## src/rtl/fifo_pkg.sv

```systemverilog
// Shared sizing helpers and read-mode encoding for the sync_fifo slice.
package fifo_pkg;

    typedef enum logic {
        FIFO_STD  = 1'b0,
        FIFO_FWFT = 1'b1
    } fifo_mode_e;

    // Address width for a DEPTH-entry array; at least one bit.
    function automatic int unsigned ptr_w(input int unsigned depth);
        return (depth < 2) ? 1 : $clog2(depth);
    endfunction

    // Occupancy width able to hold 0..DEPTH inclusive.
    function automatic int unsigned cnt_w(input int unsigned depth);
        return $clog2(depth + 1);
    endfunction

endpackage

```

## src/rtl/fifo_mem.sv

```systemverilog
// Simple dual-port register array: synchronous write, asynchronous read.
module fifo_mem
    import fifo_pkg::*;
#(
    parameter int unsigned WIDTH = 8,
    parameter int unsigned DEPTH = 16
) (
    input  logic                      clk,
    input  logic                      we,
    input  logic [ptr_w(DEPTH)-1:0]   waddr,
    input  logic [WIDTH-1:0]          wdata,
    input  logic [ptr_w(DEPTH)-1:0]   raddr,
    output logic [WIDTH-1:0]          rdata
);

    logic [WIDTH-1:0] mem [DEPTH];

    // Storage is intentionally not reset.
    always_ff @(posedge clk) begin
        if (we) begin
            mem[waddr] <= wdata;
        end
    end

    assign rdata = mem[raddr];

endmodule

```

## src/rtl/sync_fifo.sv

```systemverilog
// Single-clock FIFO with occupancy counter, threshold flags, error pulses
// and selectable standard / first-word-fall-through read mode.
module sync_fifo
    import fifo_pkg::*;
#(
    parameter int unsigned WIDTH     = 8,
    parameter int unsigned DEPTH     = 16,
    parameter int unsigned FWFT      = 0,
    parameter int unsigned AF_THRESH = DEPTH - 2,
    parameter int unsigned AE_THRESH = 2
) (
    input  logic                      clk,
    input  logic                      rst,
    input  logic [WIDTH-1:0]          data_in,
    input  logic                      write,
    input  logic                      read,
    output logic [WIDTH-1:0]          data_out,
    output logic [cnt_w(DEPTH)-1:0]   count,
    output logic                      fifo_full,
    output logic                      fifo_empty,
    output logic                      almost_full,
    output logic                      almost_empty,
    output logic                      overflow,
    output logic                      underflow
);

    localparam int unsigned PTR_W = ptr_w(DEPTH);
    localparam int unsigned CNT_W = cnt_w(DEPTH);
    localparam fifo_mode_e  MODE  = (FWFT != 0) ? FIFO_FWFT : FIFO_STD;

    logic [PTR_W-1:0] write_ptr;
    logic [PTR_W-1:0] read_ptr;
    logic [WIDTH-1:0] rd_data;
    logic             wr_en;
    logic             rd_en;

    // Elaboration-time sanity checks on the parameter set.
    initial begin
        if ((DEPTH < 2) || ((DEPTH & (DEPTH - 1)) != 0))
            $error("sync_fifo: DEPTH must be a power of two and >= 2");
        if (WIDTH < 1)
            $error("sync_fifo: WIDTH must be >= 1");
        if (AF_THRESH > DEPTH)
            $error("sync_fifo: AF_THRESH must not exceed DEPTH");
        if (AE_THRESH >= DEPTH)
            $error("sync_fifo: AE_THRESH must be below DEPTH");
    end

    // Requests are gated by the flags of the current cycle; no bypass when full/empty.
    assign wr_en = write & ~fifo_full;
    assign rd_en = read  & ~fifo_empty;

    fifo_mem #(
        .WIDTH (WIDTH),
        .DEPTH (DEPTH)
    ) u_mem (
        .clk   (clk),
        .we    (wr_en),
        .waddr (write_ptr),
        .wdata (data_in),
        .raddr (read_ptr),
        .rdata (rd_data)
    );

    // Pointers, occupancy and registered error pulses.
    always_ff @(posedge clk or posedge rst) begin
        if (rst) begin
            write_ptr <= '0;
            read_ptr  <= '0;
            count     <= '0;
            overflow  <= 1'b0;
            underflow <= 1'b0;
        end else begin
            if (wr_en) write_ptr <= write_ptr + PTR_W'(1);
            if (rd_en) read_ptr  <= read_ptr + PTR_W'(1);
            case ({wr_en, rd_en})
                2'b10:   count <= count + CNT_W'(1);
                2'b01:   count <= count - CNT_W'(1);
                default: count <= count;
            endcase
            overflow  <= write & fifo_full;
            underflow <= read & fifo_empty;
        end
    end

    // Status flags follow the registered occupancy.
    assign fifo_full    = (count == CNT_W'(DEPTH));
    assign fifo_empty   = (count == CNT_W'(0));
    assign almost_full  = (count >= CNT_W'(AF_THRESH));
    assign almost_empty = (count <= CNT_W'(AE_THRESH));

    generate
        if (MODE == FIFO_FWFT) begin : g_fwft
            // Head word shown directly; forced to zero while empty so reset reads 0.
            assign data_out = fifo_empty ? '0 : rd_data;
        end else begin : g_std
            // Registered output captured only on an accepted read.
            always_ff @(posedge clk or posedge rst) begin
                if (rst) begin
                    data_out <= '0;
                end else if (rd_en) begin
                    data_out <= rd_data;
                end
            end
        end
    endgenerate

endmodule

```

## config.mk

```make
export PLATFORM = sky130hd
export DESIGN_NAME = sync_fifo
export DESIGN_NICKNAME = d
export VERILOG_FILES = /design/src/rtl/fifo_pkg.sv /design/src/rtl/fifo_mem.sv /design/src/rtl/sync_fifo.sv
export SDC_FILE = /design/constraint.sdc
export NUM_CORES = 1
export LEC_CHECK = 0
export BUFFER_PORTS_ARGS = -buffer_cell sky130_fd_sc_hd__buf_2
export CAP_MARGIN = 20
export CORE_ASPECT_RATIO = 0.7
export CORE_UTILIZATION = 55
export CTS_CLUSTER_SIZE = 10
export DETAILED_ROUTE_END_ITERATION = 8
export GPL_TIMING_DRIVEN = 0
export MAX_ROUTING_LAYER = met4
export PLACE_DENSITY_LB_ADDON = 0.2
export RECOVER_POWER = 50
export REMOVE_ABC_BUFFERS = 1
export SYNTH_ARGS = -nofsm -noshare
export SYNTH_HDL_FRONTEND = slang
export SYNTH_HIERARCHICAL = 1
export SYNTH_SLANG_ARGS = --single-unit
```

## constraint.sdc

```tcl
create_clock -name clk -period 3 [get_ports clk]
set_input_delay 0.3 -clock clk [delete_from_list [all_inputs] [get_ports clk]]
set_output_delay 0.3 -clock clk [all_outputs]
set_load 0.02 [all_outputs]
```

After elaboration in Yosys (flattened, before gate mapping)
Memory sizes are Yosys's and may differ from the RTL's. A register that Yosys moved wholly into a read port is not among the register bits. Cells that the tools add are included.

$add $sub $neg: 4. Order comparisons: 2. Equal/unequal tests: 3. Muxes and demuxes: 3. Bitwise logic cells: 6. Reductions and logical operators: 2.

Operators by type and width (number): $pmux 5 s2 (1); $add 4x1->4 const B (2); $add 5x1->5 const B (1); $eq 5x5->1 const B (1); $ge 5x4->1 const B (1); $le 5x2->1 const B (1); $logic_not 5->1 (1); $sub 5x1->5 const B (1); $and 1x1->1 (4); $eq 2x1->1 const B (1); $eq 2x2->1 const B (1); $mux 1 (2); $not 1->1 (2); $reduce_bool 2->1 (1).

Register bits after elaboration: 15. Memory bits (writable): 128. Input bits: 12. Output and inout port bits: 19. Logic and storage cells: 26. Memories: 1.

Memory list: u_mem.mem (words 16, bits a word 8, read ports 1, clocked after memory_dff 1, write ports 1, line fifo_mem.sv:16) `logic [WIDTH-1:0] mem [DEPTH];`.

Logic depth before layout (Yosys ltp)
Gate-level depths: netlist of the first run.

Depth after elaboration: 5. Mapped depth: 10.

Modules after synthesis
Netlist of the first run, hierarchy kept.

Modules (own cells, without submodules): fifo_mem (instances 1, cells each 221, area an instance 4987.3 um2); sync_fifo (instances 1, cells each 96, area an instance 1234.9 um2).

Least setup slack after synthesis of the first run
Ideal clock, no wire load.

Kind: register -> register. From: reg count[4]. To: reg count[4]. Arrival: 2871 ps. Data required time: 2866 ps. Setup slack: -5 ps. Stages on the path, launching flop included: 11. Path buffers: 2. Path through: dfrtp_1 > buf_6 > or3_4 > o31ai_4 > buf_6 > inv_1 > ha_1 > ha_1 > or4b_2 > o311ai_0 > o211ai_1.

Word-level cells in the longest chain between the ends: 5. Elaborated cells between the ends (all ways): 12. Classes of those cells: add/sub: 2; eq/ne: 3; mux: 1; bitwise: 4; reduce/logical: 2.

RTL lines: start, declared (line sync_fifo.sv:18) `output logic [cnt_w(DEPTH)-1:0] count,`; start signal, assigned (line sync_fifo.sv:77) `2'b10: count <= count + CNT_W'(1);`; start signal, assigned (line sync_fifo.sv:78) `2'b01: count <= count - CNT_W'(1);`; start signal, assigned (line sync_fifo.sv:79) `default: count <= count;`; $logic_not 5->1 (*) (line sync_fifo.sv:88) `assign fifo_empty = (count == CNT_W'(0));`; $not 1->1 (*) (line sync_fifo.sv:51) `assign rd_en = read & ~fifo_empty;`; $and 1x1->1 (*) (line sync_fifo.sv:51); named net rd_en (line sync_fifo.sv:35) `logic rd_en;`; $eq 2x1->1 or $eq 2x2->1 (tied branches) (line sync_fifo.sv:76) `case ({wr_en, rd_en})`; $pmux 5 s2 or $reduce_bool 2->1 (tied branches).

Mark *: on every way through the listed nets, which the timed path passes. The rest lies on a longest branch. A chain may end at the register's enable or synchronous reset.

Final worst setup path of the first run
From: reg count[3]. To: reg count[4].

The elaborated chain is that of the path after synthesis.

==> results of run 1 <==
[flip-flops by register name, indices dropped and copies added, names as in the netlist]
| signal | flops |
|---|---|
| read_ptr | 4 |
| overflow | 1 |
| count | 5 |
| u_mem/mem | 128 |
| underflow | 1 |
| data_out | 8 |
| write_ptr | 4 |
[worst min-delay path by stage]
stage                              endpoint
global placement    data_out[7]$_DFFE_PP0P_
detailed placement  data_out[2]$_DFFE_PP0P_
global route        data_out[0]$_DFFE_PP0P_
finish              data_out[6]$_DFFE_PP0P_
CTS                 data_out[6]$_DFFE_PP0P_
floorplan              count[0]$_DFFE_PP0P_
[cells in the mapped netlist (2+ instances only)]
| cell | instances | area (um2) |
|---|---|---|
| sky130_fd_sc_hd__edfxtp_1 | 128 | 3840 |
| sky130_fd_sc_hd__dfrtp_1 | 23 | 576 |
| sky130_fd_sc_hd__mux4_2 | 18 | 405 |
| sky130_fd_sc_hd__a22oi_1 | 17 | 128 |
| sky130_fd_sc_hd__nor2_1 | 15 | 56.3 |
| sky130_fd_sc_hd__mux4_1 | 14 | 368 |
| sky130_fd_sc_hd__nand2_1 | 11 | 41.3 |
| sky130_fd_sc_hd__mux2_4 | 8 | 120 |
| sky130_fd_sc_hd__ha_1 | 6 | 75.1 |
| sky130_fd_sc_hd__a21oi_1 | 5 | 25.0 |
| sky130_fd_sc_hd__buf_6 | 5 | 56.3 |
| sky130_fd_sc_hd__inv_1 | 5 | 18.8 |
| sky130_fd_sc_hd__nor3_1 | 5 | 25.0 |
| sky130_fd_sc_hd__buf_2 | 4 | 20.0 |
| sky130_fd_sc_hd__mux2_2 | 4 | 45.0 |
| sky130_fd_sc_hd__xnor2_1 | 4 | 35.0 |
| sky130_fd_sc_hd__xor2_1 | 4 | 35.0 |
| sky130_fd_sc_hd__and2_1 | 3 | 18.8 |
| sky130_fd_sc_hd__clkdlybuf4s25_2 | 3 | 30.0 |
| sky130_fd_sc_hd__nand3_1 | 3 | 15.0 |
| sky130_fd_sc_hd__nand3b_1 | 3 | 22.5 |
| sky130_fd_sc_hd__nand2b_1 | 2 | 12.5 |
| sky130_fd_sc_hd__nand4_1 | 2 | 12.5 |
| sky130_fd_sc_hd__nor3b_1 | 2 | 15.0 |
[metal layers]
| layer | vias to the layer above | global-route usage | part of all wire | wire length [um] |
|---|---|---|---|---|
| met3 | 13 | 0.0666 | 0.054 | 650 |
| met1 | 1614 | 0.346 | 0.47 | 5720 |
| met2 | 87 | 0.326 | 0.46 | 5530 |
| met5 | - | - | 0 | 0 |
| li1 | 1386 | - | - | - |
| met4 | 0 | 0.0765 | 0.012 | 140 |
[cell families after synthesis]
logic type	share of synthesized area
AOI/OAI and AO/OA	0.0414
xor gates and xnor gates	0.0113
adders and majority gates	0.0153
buffers and inverters	0.0227
DFF	0.710
muxes	0.151
and+or+nand+nor	0.0483
[layout make-up]
type / instances / area (um2) / area share
repair buffers: 36 / 186 / 0.0260
inverters: 5 / 18.8 / 0.00262
clock inverters: 7 / 67.6 / 0.00942
multi-input cells: 146 / 1690 / 0.236
well taps: 153 / 191 / 0.0267
clock buffers: 25 / 592 / 0.0825
flip-flops and latches: 151 / 4430 / 0.617
[placed cells by master (no fill, tap or decap), types with 2 or more instances in the layout]
cell	n
sky130_fd_sc_hd__edfxtp_1	128
sky130_fd_sc_hd__clkbuf_16	22
sky130_fd_sc_hd__mux4_2	18
sky130_fd_sc_hd__a22oi_1	17
sky130_fd_sc_hd__dfrtp_1	17
sky130_fd_sc_hd__clkbuf_1	17
sky130_fd_sc_hd__nor2_1	15
sky130_fd_sc_hd__mux4_1	14
sky130_fd_sc_hd__buf_2	13
sky130_fd_sc_hd__nand2_1	11
sky130_fd_sc_hd__mux2_4	8
sky130_fd_sc_hd__dfrtp_2	6
sky130_fd_sc_hd__a21oi_1	5
sky130_fd_sc_hd__inv_1	5
sky130_fd_sc_hd__buf_4	5
sky130_fd_sc_hd__xor2_1	4
sky130_fd_sc_hd__xnor2_1	4
sky130_fd_sc_hd__mux2_2	4
sky130_fd_sc_hd__ha_1	4
sky130_fd_sc_hd__nand3_1	3
sky130_fd_sc_hd__nand3b_1	3
sky130_fd_sc_hd__nor3_1	3
sky130_fd_sc_hd__and2_1	3
sky130_fd_sc_hd__inv_4	3
sky130_fd_sc_hd__clkbuf_8	3
sky130_fd_sc_hd__nand4_1	2
sky130_fd_sc_hd__nor3b_1	2
sky130_fd_sc_hd__clkinv_2	2
sky130_fd_sc_hd__nand2b_1	2
sky130_fd_sc_hd__nor3_2	2
[power by group through the flow]
stage                     clock network [W]  logic, W  registers (W)
final                               0.00228   0.00203        0.00305
after global routing                0.00241   0.00220        0.00311
after CTS                           0.00232   0.00204        0.00305
after detailed placement                  0   0.00202        0.00309
after global placement                    0   0.00187        0.00313
after floorplan                           0   0.00128        0.00312
[stage by stage]
| stage | setup WS (ps) | power, W | std cells | setup TNS, ps | utilization |
|---|---|---|---|---|---|
| after floorplan | -193 | 0.00439 | 302 | -193 | - |
| after global placement | -433 | 0.00500 | 485 | -5480 | 0.585 |
| after detailed placement | -508 | 0.00510 | 488 | -690 | 0.589 |
| after CTS | 48.7 | 0.00741 | 521 | 0 | 0.650 |
| after global routing | 39.2 | 0.00772 | 523 | 0 | 0.651 |
| final | 171 | 0.00737 | 523 | 0 | 0.651 |
[timing repair]
action	in CTS	in global routing
pin swaps	1	1
endpoints found under the setup margin	2	1
cloned	0	0
buffers inserted	1	2
resized for setup	2	5
[critical path, delay by kind of cell, from the launching register on]
| family | cells | cell delay, ps |
|---|---|---|
| multiplexers | 1 | 350 |
| AND/OR/NAND/NOR | 1 | 430 |
| buffers and inverters | 1 | 100 |
| flip-flops | 1 | 480 |
| AO/OA/AOI/OAI | 3 | 650 |
| adder cells (fa/ha/maj) | 2 | 710 |
==> impl_summary.log, run 1 <==
INFO  metric clock_path_buffers = 2
INFO  metric crit-reg2reg-capture = count[4]$_DFFE_PP0P_
INFO  metric layout_area_overhead = 15.3%
INFO  metric finalWirelength = between 10000 and 15000 um
INFO  metric clk-insertion-delay-late = around 420 ps
INFO  metric tritoncts = yes
INFO  metric gpl.final_weighted_congestion = approximately 0.70
INFO  metric worst_pin_slew = between 900 and 1000 ps
INFO  metric dr_total_vias = 3100
INFO  metric netSwitchingPower = approximately 0.0023 W
INFO  metric worstRegToRegCells = 8
INFO  metric synth_seq_area_share = 0.710
INFO  metric num-nets-final = roughly 380
INFO  metric drcViolationCount = 0
INFO  metric via_per_inst = about 5.9
INFO  metric synth_enable_flop_cells = 128
INFO  metric finalHoldViolations = 0
INFO  metric routedWlPerCell = ~23 um
INFO  metric detail_route.iter0.violations = ~300
INFO  metric hpwlAfterDp = around 7300 um
INFO  metric timing.final.crit_period = between 2000 and 3000 ps
INFO  metric synth-seq-cells = around 150
INFO  metric portion_of_total_power_attributed_to_sequential_cells = 0.415
INFO  metric worstPathMaxFanout = 10
INFO  metric final-setup-viol-count = 0
INFO  metric power.internal = between 0.005 and 0.006 W
INFO  metric maximum_number_of_pins_on_one_net_before_global_route_repair = 36
INFO  metric cts_hold_buffers_added = 0
INFO  metric syn-instance-count = approximately 320
INFO  metric timing.setup.critical_path_class = flip-flop to flip-flop
INFO  metric cts_num_sinks = between 150 and 200
INFO  metric synthesis.area_per_instance = just under 20 um2
INFO  metric p_leak = ~2.5 nW
INFO  metric grt_first_pass_wirelength = approximately 19000 um
INFO  metric slew_viol_final = 0
INFO  metric clock.fmax = 353 MHz
INFO  metric crit-reg2reg-launch = count[3]$_DFFE_PP0P_
INFO  metric cts-root-buf = sky130_fd_sc_hd__clkbuf_16
INFO  metric finalHoldWorstSlack = between 70 and 80 ps
INFO  metric async_reset_ff_frac = 0.152
INFO  metric ff2ff_setup_slack = approximately 170 ps
INFO  metric stdcell_area = between 0.007 and 0.008 mm2
INFO  metric nFillCells = roughly 760
INFO  metric grt_pass1_vias = approximately 3200
INFO  metric yosysWarningCount = 6
INFO  metric globalRouteOverflowTotal = 0
INFO  metric outcome = complete, no violations
INFO  metric placement_rows = 32
INFO  metric critPathMaxStageDelay = 480 ps
INFO  metric die_h = a little over 90 um
INFO  metric layout-drive-gt1-share = 0.270
INFO  metric ioPinCount = 31
INFO  metric critical_path.endpoint_type = flip-flop
INFO  metric port-buffer-count = 30
INFO  metric design.die.area = roughly 0.012 mm2
INFO  metric irDropWorstVdd = about 0.00066 V
INFO  metric grt.total_usage = 0.237
INFO  metric starting_utilization_of_the_core_area = 0.565
INFO  metric finalClockSkew = 9.79 ps
INFO  metric crit_path_cell_trace = or3_4 > o31ai_4 > inv_1 > ha_2 > fa_1 > a21oi_1 > mux2_2 > o211ai_1
INFO  metric core = between 0.01 and 0.015 mm2
INFO  metric crit_path_start = count[3]$_DFFE_PP0P_
INFO  metric postRouteAntennaNets = 0
INFO  metric critical_path.slowest_cell = sky130_fd_sc_hd__dfrtp_2
INFO  metric hp-class = primary input to asynchronous set/reset pin
INFO  metric rsz_0062_raised_after_global_routing = false
INFO  metric share_comb_of_total_power = 0.276
INFO  metric antenna-diode-count = 0
INFO  metric power.share.clock = 0.310
INFO  metric clk_pin_slew = approximately 60 ps
INFO  metric postPlaceCellArea = approximately 0.0065 mm2
INFO  metric cts.htree.levels = 4
INFO  metric cp-endpoint = count[4]$_DFFE_PP0P_
INFO  metric worstSetupStartpointType = flip-flop
INFO  metric timing.max_slew.rel_slack = 0.364
INFO  metric timing.max_cap.violations = 0
INFO  metric grt_antenna_before_repair = 0
INFO  metric cts_buffers = 17
INFO  metric timing.final.crit_share = 0.943
INFO  metric power-per-cell-area = approximately 1000 mW/mm2
INFO  metric die_w = ~130 um
INFO  metric mappedNetlistArea = 0.00622 mm2
INFO  metric synth_top_flop_cell = sky130_fd_sc_hd__edfxtp_1
INFO  metric synth_cell_types = between 40 and 50
INFO  metric crit_required = ~3300 ps
INFO  metric critPathArrivalTime = roughly 3200 ps
INFO  metric switching_share = 0.311
INFO  metric dr.pass1.iters = 5
Note: power is estimated with default switching activity, not from simulation.
==> run 2, diff against run 1 <==
--- a/config.mk
+++ b/config.mk
@@ -18,5 +18,4 @@
 export REMOVE_ABC_BUFFERS = 1
 export SYNTH_ARGS = -nofsm -noshare
 export SYNTH_HDL_FRONTEND = slang
-export SYNTH_HIERARCHICAL = 1
 export SYNTH_SLANG_ARGS = --single-unit
==> run 2 against run 1 <==
  * Wire length decreased by 5.4%
  * Sequential power about the same
  * Via count shrank 3.2%
  * Sequential share of layout area is 0.90 points higher
  * Clock power down 2%
  * Hold slack better by 70 ps
  * Total power is 5.1% lower
  * Non-clock buffer count is 1 lower
  * Count of clock-buffer cells in the layout shrank 7
  * Worst setup slack worse by 31 ps
  * Largest cell class unchanged
  * Highest routed layer unchanged
==> impl_summary.log, run 2 <==
INFO  metric outcome = complete, no violations
INFO  metric yosysTopAreaCellShare = 0.625 (+0.00754)
INFO  metric die_w = 128 um (-0.60%)
INFO  metric layout_common_cells = 128 x sky130_fd_sc_hd__edfxtp_1, 32 x sky130_fd_sc_hd__mux4_2, 21 x sky130_fd_sc_hd__nand2_1, 19 x sky130_fd_sc_hd__dfrtp_1, 18 x sky130_fd_sc_hd__clkbuf_1
INFO  metric timing.setup.critical_path_class = flip-flop to flip-flop
INFO  metric final-setup-viol-count = 0 (unchanged)
INFO  metric synthesis.area_per_instance = 19.0 um2 (-3.0%)
INFO  metric post_synth_fa_ha_maj_area_fraction = 0.0183 (+0.00304)
INFO  metric stdcell_area = 0.00707 mm2 (-1.5%)
INFO  metric finalClockSkew = 8.12 ps (-1.67 ps)
INFO  metric maximum_number_of_pins_on_one_net_before_global_route_repair = 34 (-5.6%)
INFO  metric yosys.area_share.simple = 0.0440 (-0.00430)
INFO  metric multi_input_gate_area_in_the_final_layout = 0.00163 mm2 (-3.8%)
INFO  metric leading_cell_type_in_the_layout_fill_and_taps_excluded = sky130_fd_sc_hd__edfxtp_1
INFO  metric finalHoldWorstSlack = 142 ps (+69.8 ps)
INFO  metric clock_path_buffers = 2 (unchanged)
INFO  metric synth_top_cells_by_area = sky130_fd_sc_hd__edfxtp_1 63%, sky130_fd_sc_hd__mux4_2 12%, sky130_fd_sc_hd__dfrtp_1 9.4%, sky130_fd_sc_hd__mux2i_1 2.6%, sky130_fd_sc_hd__o221ai_2 2.0%
INFO  metric timing.max_cap.violations = 0 (unchanged)
INFO  metric postPlaceCellArea = 0.00642 mm2 (-1.1%)
INFO  metric synth_largest_area_cell = sky130_fd_sc_hd__edfxtp_1
INFO  metric holdPathStages = 2
INFO  metric synth_seq_area_share = 0.719 (+0.00867)
INFO  metric num-nets-final = 379 (+0.80%)
INFO  metric placement_rows = 31 (-3.1%)
INFO  metric worstHoldEndpoint = underflow$_DFF_PP0_
INFO  metric grt.total_usage = 0.219 (-0.0189)
INFO  metric design.die.area = 0.0116 mm2 (-1.2%)
INFO  metric die_h = 90.5 um (-0.59%)
INFO  metric cts_num_sinks = 151 (unchanged)
INFO  metric ioPinCount = 31 (unchanged)
INFO  metric finalHoldViolations = 0 (unchanged)
INFO  metric mappedNetlistArea = 0.00615 mm2 (-1.2%)
INFO  metric hp-class = primary input to flip-flop
INFO  metric clock.fmax = 350 MHz (-1.1%)
INFO  metric nFillCells = 750 (-0.92%)
INFO  metric totalNegativeSetupSlack = 0 ps (unchanged)
INFO  metric grt_pass1_vias = 3006 (-4.7%)
INFO  metric synth-seq-cells = 151 (unchanged)
INFO  metric synth_top_family_by_area = multiplexers
INFO  metric critPathMaxStageDelay = 600 ps (+120 ps)
INFO  metric core = 0.0106 mm2 (-3.8%)
INFO  metric crit_path_cell_trace = or4_4 > o21ai_4 > inv_2 > ha_2 > xor2_1 > ha_1 > o211a_1 > o31ai_1 > a31oi_1 > xor2_1
INFO  metric leading_cell_type_by_number_of_instances_after_synthesis = sky130_fd_sc_hd__edfxtp_1
INFO  metric tritoncts = yes
INFO  metric timing.final.crit_share = 0.953 (+0.0102)
INFO  metric cts_buffers = 17 (unchanged)
INFO  metric antenna-diode-count = 0 (unchanged)
INFO  metric critical-path-top-cell-by-count = sky130_fd_sc_hd__xor2_1
INFO  metric irDropWorstVdd = 0.000547 V (-17%)
INFO  metric drcViolationCount = 0 (unchanged)
INFO  metric yosysWarningCount = 0 (-6)
INFO  metric globalRouteOverflowTotal = 0 (unchanged)
INFO  metric synth_cell_types = 41 (-13%)
INFO  metric synth_top_flop_cell = sky130_fd_sc_hd__edfxtp_1
INFO  metric layout_area_overhead = 14.9%
INFO  metric detail_route.iter0.violations = 272 (-9.6%)
INFO  metric post_synth_most_frequent_cells = 128 x sky130_fd_sc_hd__edfxtp_1, 32 x sky130_fd_sc_hd__mux4_2, 23 x sky130_fd_sc_hd__dfrtp_1
INFO  metric port-buffer-count = 30 (unchanged)
INFO  metric worstSetupStartpointType = flip-flop
INFO  metric grt_first_pass_wirelength = 17300 um (-7.1%)
INFO  metric crit_required = 3290 ps (-30 ps)
INFO  metric clk_pin_slew = 60 ps (about the same)
INFO  metric critical_path.slowest_cell = sky130_fd_sc_hd__or4_4
INFO  metric starting_utilization_of_the_core_area = 0.581 (+0.0154)
INFO  metric dr_total_vias = 3002 (-3.2%)
INFO  metric worstRegToRegCells = 10 (+2)
INFO  metric ff2ff_setup_slack = 140 ps (-30 ps)
INFO  metric synth_xor_area_frac = 0.0142 (+0.00299)
INFO  metric async_reset_ff_frac = 0.152 (unchanged)
INFO  metric synth_compound_area_frac = 0.0379 (-0.00356)
INFO  metric power = 0.00699 W (-5.1%)
INFO  metric worstPathMaxFanout = 9 (-1)
INFO  metric max_reg_flops = 128 (unchanged)
INFO  metric slew_viol_final = 0 (unchanged)
INFO  metric grt_antenna_before_repair = 0 (unchanged)
INFO  metric layout-drive-gt1-share = 0.283 (+0.0127)
INFO  metric power-per-cell-area = 990 mW/mm2 (-3.7%)
INFO  metric crit-reg2reg-launch = count[0]$_DFFE_PP0P_
INFO  metric synth.mux.area_fraction = 0.145 (-0.00569)
INFO  metric critical_path.endpoint_type = flip-flop
INFO  metric dr.pass1.iters = 5 (unchanged)
INFO  metric clk-insertion-delay-late = 410 ps (about the same)
INFO  metric routedWlPerCell = 21.9 um (-4.6%)
INFO  metric hold_path.startpoint = read
INFO  metric critPathArrivalTime = 3150 ps (about the same)
INFO  metric syn-instance-count = 323 (+1.9%)
INFO  metric cts-root-buf = sky130_fd_sc_hd__clkbuf_16
INFO  metric worst_pin_slew = 1240 ps (+291 ps)
INFO  metric crit-reg2reg-capture = count[4]$_DFFE_PP0P_
INFO  metric via_per_inst = 5.78 (-2.4%)
INFO  metric finalWirelength = 11400 um (-5.4%)
INFO  metric synth_enable_flop_cells = 128 (unchanged)
INFO  metric timing.final.crit_period = 2860 ps (+30.5 ps)
INFO  metric p_leak = 2.43 nW (-3.4%)
INFO  metric gpl.final_weighted_congestion = 0.814 (+17%)
INFO  metric postRouteAntennaNets = 0 (unchanged)
INFO  metric registers.top_by_ff_count = u_mem.mem
INFO  metric hpwlAfterDp = 6990 um (-4.8%)
INFO  metric biggestRegsByFlops = u_mem.mem (128), data_out (8), count (5)
INFO  metric cts.htree.levels = 4 (unchanged)
INFO  metric timing.max_slew.rel_slack = 0.173 (-0.192)
INFO  metric register_area = 0.00442 mm2 (about the same)
==> run 2: cell types whose count changed after synthesis, sizes merged, moves of 3 or more <==
cell	delta
ha	+3
a22oi	-17
clkbuf	+4
o21ai	+4
nand3b	-3
nand3	-3
buf	+3
clkdlybuf4s25	-3
o221ai	+8
nand2	+11
mux2	-11
mux2i	+16
==> run 2: area by class of cell <==
type,count,area share
Clock buffer,18,0.0607
Clock inverter,14,0.0282
Inverter,6,0.00319
Multi-Input combinational cell,147,0.230
Sequential cell,151,0.626
Tap cell,148,0.0262
Timing Repair Buffer,35,0.0253
==> run 2: how the worst max path moves through the flow <==
stage	cells past startpoint	end	startpoint
6_report	10	count[4]$_DFFE_PP0P_	count[0]$_DFFE_PP0P_
5_1_grt	10	count[4]$_DFFE_PP0P_	count[0]$_DFFE_PP0P_
4_1_cts	10	count[4]$_DFFE_PP0P_	count[1]$_DFFE_PP0P_
3_5_place_dp	10	count[4]$_DFFE_PP0P_	count[1]$_DFFE_PP0P_
3_3_place_gp	10	count[4]$_DFFE_PP0P_	count[1]$_DFFE_PP0P_
2_1_floorplan	10	count[4]$_DFFE_PP0P_	count[1]$_DFFE_PP0P_
==> run 2: routing by layer <==
layer	global-route usage	up-vias	wire [um]
li1	-	1353	-
met4	0.0618	0	78
met3	0.0480	9	524
met2	0.311	67	5380
met1	0.320	1573	5410
met5	-	-	0
==> run 2: power by group <==
group / internal [W] / leakage, nW / switching [W]
clock: 0.00140 / 0.294 / 0.000831
sequential: 0.00261 / 1.43 / 0.000435
combinational: 0.000854 / 0.700 / 0.000867
total: 0.00486 / 2.43 / 0.00213
==> run 2: critical path: cells and delay by family (launching register included) <==
family / cells / cell delay [ps]
xor gates and xnor gates: 2 / 320
DFF: 1 / 480
AOI/OAI and AO/OA: 4 / 710
buffers and inverters: 1 / 130
adders and majority gates: 2 / 500
and+or+nand+nor: 1 / 600
==> run 2: cell families after synthesis <==
family | Yosys count
AOI/OAI and AO/OA | 24
buffers and inverters | 25
xor gates and xnor gates | 10
adders and majority gates | 9
DFF | 151
muxes | 49
and+or+nand+nor | 55
==> run 2: what timing repair did <==
action | 4_1_cts | 5_1_grt
pin swaps | 1 | 0
gates resized for setup | 1 | 4
endpoints found under the setup margin | 4 | 2
setup buffers | 1 | 0
hold buffers | 0 | 1
hold endpoints to repair | 0 | 3
==> run 2: stage by stage <==
| stage | setup WS, ps | instances | utilization |
|---|---|---|---|
| 3_5_place_dp | -484 | 484 | 0.606 |
| 6_report | 140 | 519 | 0.667 |
| 2_1_floorplan | 3.08 | 304 | - |
| 3_3_place_gp | -401 | 482 | 0.602 |
| 4_1_cts | 13.6 | 517 | 0.667 |
| 5_1_grt | -7.27 | 519 | 0.667 |
==> run 3, diff against run 2 <==
--- a/config.mk
+++ b/config.mk
@@ -15,7 +15,6 @@
 export MAX_ROUTING_LAYER = met4
 export PLACE_DENSITY_LB_ADDON = 0.2
 export RECOVER_POWER = 50
-export REMOVE_ABC_BUFFERS = 1
 export SYNTH_ARGS = -nofsm -noshare
 export SYNTH_HDL_FRONTEND = slang
 export SYNTH_SLANG_ARGS = --single-unit
==> run 3 against run 2 <==
  * Maximum frequency up 0.66%
  * Global-route usage up 2.1 points
  * Hold slack worse by 11 ps
  * Via count up 2.3%
  * Register-to-register slack better by 20 ps
  * Critical path type unchanged
  * Cell area up 0.99%
  * Total power up 1.3%
  * Non-clock buffer count up 18
  * Final cell count up 3.5%
  * Critical path depth unchanged
==> impl_summary.log, run 3 (same netlist as run 2, synthesis figures left out) <==
INFO  metric outcome = complete, no violations
INFO  metric finalWirelength = 11800 um (+4.0%)
INFO  metric dr.pass1.iters = 4 (-1)
INFO  metric timing.final.crit_share = 0.947 (-0.00621)
INFO  metric multi_input_gate_area_in_the_final_layout = 0.00161 mm2 (-1.1%)
INFO  metric crit_path_start = count[0]$_DFFE_PP0P_
INFO  metric grt.total_usage = 0.239 (+0.0206)
INFO  metric finalHoldWorstSlack = 131 ps (-11.2 ps)
INFO  metric crit-reg2reg-capture = count[4]$_DFFE_PP0P_
INFO  metric cts_num_sinks = 151 (unchanged)
INFO  metric ff2ff_setup_slack = 160 ps (+20 ps)
INFO  metric syn_nets = around 340
INFO  metric worstHoldEndpoint = underflow$_DFF_PP0_
INFO  metric netSwitchingPower = 0.00218 W (+2.3%)
INFO  metric placement_rows = 31 (unchanged)
INFO  metric tritoncts = yes
INFO  metric die_h = 90.5 um (unchanged)
INFO  metric ioPinCount = 31 (unchanged)
INFO  metric cts_buffers = 17 (unchanged)
INFO  metric critPathArrivalTime = 3130 ps (-20 ps)
INFO  metric register_area = 0.00442 mm2 (about the same)
INFO  metric worstSetupStartpointType = flip-flop
INFO  metric layout_area_overhead = 16.1%
INFO  metric postRouteAntennaNets = 0 (unchanged)
INFO  metric timing.max_cap.violations = 0 (unchanged)
INFO  metric power.internal = 0.00491 W (+0.90%)
INFO  metric finalClockSkew = 5.32 ps (-2.80 ps)
INFO  metric holdPathStages = 2 (unchanged)
INFO  metric clock_path_buffers = 2 (unchanged)
INFO  metric hp-class = primary input to flip-flop
INFO  metric port-buffer-count = 30 (unchanged)
INFO  metric gpl.final_weighted_congestion = 0.841 (+3.3%)
INFO  metric leading_cell_type_in_the_layout_fill_and_taps_excluded = sky130_fd_sc_hd__edfxtp_1
INFO  metric worstPathMaxFanout = 9 (unchanged)
INFO  metric maximum_number_of_pins_on_one_net_before_global_route_repair = 24 (-29%)
INFO  metric finalHoldViolations = 0 (unchanged)
INFO  metric crit_required = 3280 ps (about the same)
INFO  metric final-setup-viol-count = 0 (unchanged)
INFO  metric crit_path_cell_trace = or4_4 > o21ai_2 > inv_2 > ha_2 > xor2_1 > ha_1 > o211a_1 > o31ai_1 > a31oi_1 > xor2_1
INFO  metric p_leak = 2.50 nW (+3.1%)
INFO  metric critical_path.slowest_cell = sky130_fd_sc_hd__or4_4
INFO  metric hold_path.startpoint = read
INFO  metric die_w = 128 um (unchanged)
INFO  metric num-nets-final = 397 (+4.7%)
INFO  metric worstRegToRegCells = 10 (unchanged)
INFO  metric cts.htree.levels = 4 (unchanged)
INFO  metric timing.max_slew.rel_slack = 0.357 (+0.184)
INFO  metric dr_total_vias = 3071 (+2.3%)
INFO  metric grt_pass1_vias = 3161 (+5.2%)
INFO  metric power-per-cell-area = 993 mW/mm2 (+0.34%)
INFO  metric crit-reg2reg-launch = count[0]$_DFFE_PP0P_
INFO  metric stdcell_area = 0.00714 mm2 (+0.99%)
INFO  metric globalRouteOverflowTotal = 0 (unchanged)
INFO  metric design.die.area = 0.0116 mm2 (unchanged)
INFO  metric nFillCells = 713 (-4.9%)
INFO  metric switching_share = 0.308 (+0.00299)
INFO  metric worst_pin_slew = 961 ps (-280 ps)
INFO  metric max_reg_flops = 128 (unchanged)
INFO  metric share_comb_of_total_power = 0.298 (+0.052)
INFO  metric drcViolationCount = 0 (unchanged)
INFO  metric rsz_0062_raised_after_global_routing = false
INFO  metric clock.fmax = 352 MHz (+0.66%)
INFO  metric core = 0.0106 mm2 (unchanged)
INFO  metric critical-path-top-cell-by-count = sky130_fd_sc_hd__xor2_1
INFO  metric postPlaceCellArea = 0.00650 mm2 (+1.3%)
INFO  metric clk-insertion-delay-late = 420 ps (about the same)
INFO  metric slew_viol_final = 0 (unchanged)
INFO  metric via_per_inst = 5.72 (-1.1%)
INFO  metric grt_first_pass_wirelength = 18600 um (+7.4%)
INFO  metric critPathMaxStageDelay = 570 ps (-30 ps)
INFO  metric layout-drive-gt1-share = 0.288 (+0.00490)
INFO  metric antenna-diode-count = 0 (unchanged)
INFO  metric clk_pin_slew = 60 ps (about the same)
INFO  metric starting_utilization_of_the_core_area = 0.581 (unchanged)
INFO  metric grt_antenna_before_repair = 0 (unchanged)
INFO  metric portion_of_total_power_attributed_to_sequential_cells = 0.389 (-0.046)
INFO  metric routedWlPerCell = 22.1 um (+0.51%)
INFO  metric detail_route.iter0.violations = 282 (+3.7%)
INFO  metric biggestRegsByFlops = u_mem.mem (128), data_out (8), count (5)
INFO  metric power.share.clock = 0.313 (-0.006)
INFO  metric irDropWorstVdd = 0.000571 V (+4.3%)
INFO  metric critical_path.endpoint_type = flip-flop
INFO  metric timing.setup.critical_path_class = flip-flop to flip-flop
INFO  metric cts-root-buf = sky130_fd_sc_hd__clkbuf_16
INFO  metric registers.top_by_ff_count = u_mem.mem
INFO  metric layout_common_cells = 128 x sky130_fd_sc_hd__edfxtp_1, 32 x sky130_fd_sc_hd__mux4_2, 26 x sky130_fd_sc_hd__buf_2, 23 x sky130_fd_sc_hd__clkbuf_1, 22 x sky130_fd_sc_hd__dfrtp_1
INFO  metric postCtsSetupBuffers = 0 (-1)
INFO  metric timing.final.crit_period = 2840 ps (-18.6 ps)
INFO  metric hpwlAfterDp = 7910 um (+13%)
-- run 3: changes by cell type in the layout (fill, tap and decap cells not counted), moves of 3 or more --
cell / change
sky130_fd_sc_hd__dfrtp_2: -3
sky130_fd_sc_hd__clkbuf_1: +5
sky130_fd_sc_hd__buf_2: +12
sky130_fd_sc_hd__clkbuf_16: +3
sky130_fd_sc_hd__dfrtp_1: +3
sky130_fd_sc_hd__inv_6: -3
-- run 3: power groups by stage --
stage | clock, W | sequential [W] | combinational, W
after floorplan | 0 | 0.00286 | 0.00148
after global routing | 0.00234 | 0.00279 | 0.00230
after detailed placement | 0 | 0.00279 | 0.00214
final | 0.00222 | 0.00276 | 0.00211
after global placement | 0 | 0.00278 | 0.00208
after CTS | 0.00225 | 0.00276 | 0.00215
-- run 3: final cells by class --
cell class              count  area share
multi-input cells         147       0.225
repair buffers             35      0.0223
well taps                 148      0.0260
inverters                   6     0.00316
plain buffers              18      0.0149
flip-flops and latches    151       0.619
clock inverters             9      0.0156
clock buffers              23      0.0731
-- run 3: critical path, delay by kind of cell (launching register included) --
family	cells	cell delay (ps)
AOI/OAI and AO/OA	4	720
DFF	1	460
buffers and inverters	1	140
and+or+nand+nor	1	570
adders and majority gates	2	490
xor gates and xnor gates	2	320
-- run 3: per-layer routing --
layer,part of all wire,GRT usage
met2,0.45,0.324
met4,0.0096,0.0755
met5,0,-
met3,0.064,0.0634
met1,0.47,0.355
-- run 3: worst max-delay path by stage --
stage                                       to  slack (ps)  cells past startpoint
after floorplan           count[4]$_DFFE_PP0P_         200                     11
after global placement    count[4]$_DFFE_PP0P_          -6                     12
after detailed placement  count[4]$_DFFE_PP0P_        -120                     12
after CTS                 count[4]$_DFFE_PP0P_          30                     10
after global routing      count[4]$_DFFE_PP0P_           4                     10
final                     count[4]$_DFFE_PP0P_         160                     10
-- run 3: repair_timing --
item | CTS | global route
gates resized for setup | 2 | 1
cloned | 0 | 0
endpoints found under the hold margin | 0 | 10
endpoints found under the setup margin | 1 | 1
pin swaps | 0 | 0
hold buffers | 0 | 1
-- run 3: through the flow --
stage | TNS [ps] | utilization | worst slack (ps) | power (W) | cells
floorplan | 0 | - | 198 | 0.00434 | 323
global placement | -6.07 | 0.612 | -6.07 | 0.00486 | 501
detailed placement | -124 | 0.614 | -124 | 0.00493 | 504
CTS | 0 | 0.674 | 29.3 | 0.00716 | 535
global route | 0 | 0.674 | 3.88 | 0.00743 | 537
finish | 0 | 0.674 | 159 | 0.00709 | 537
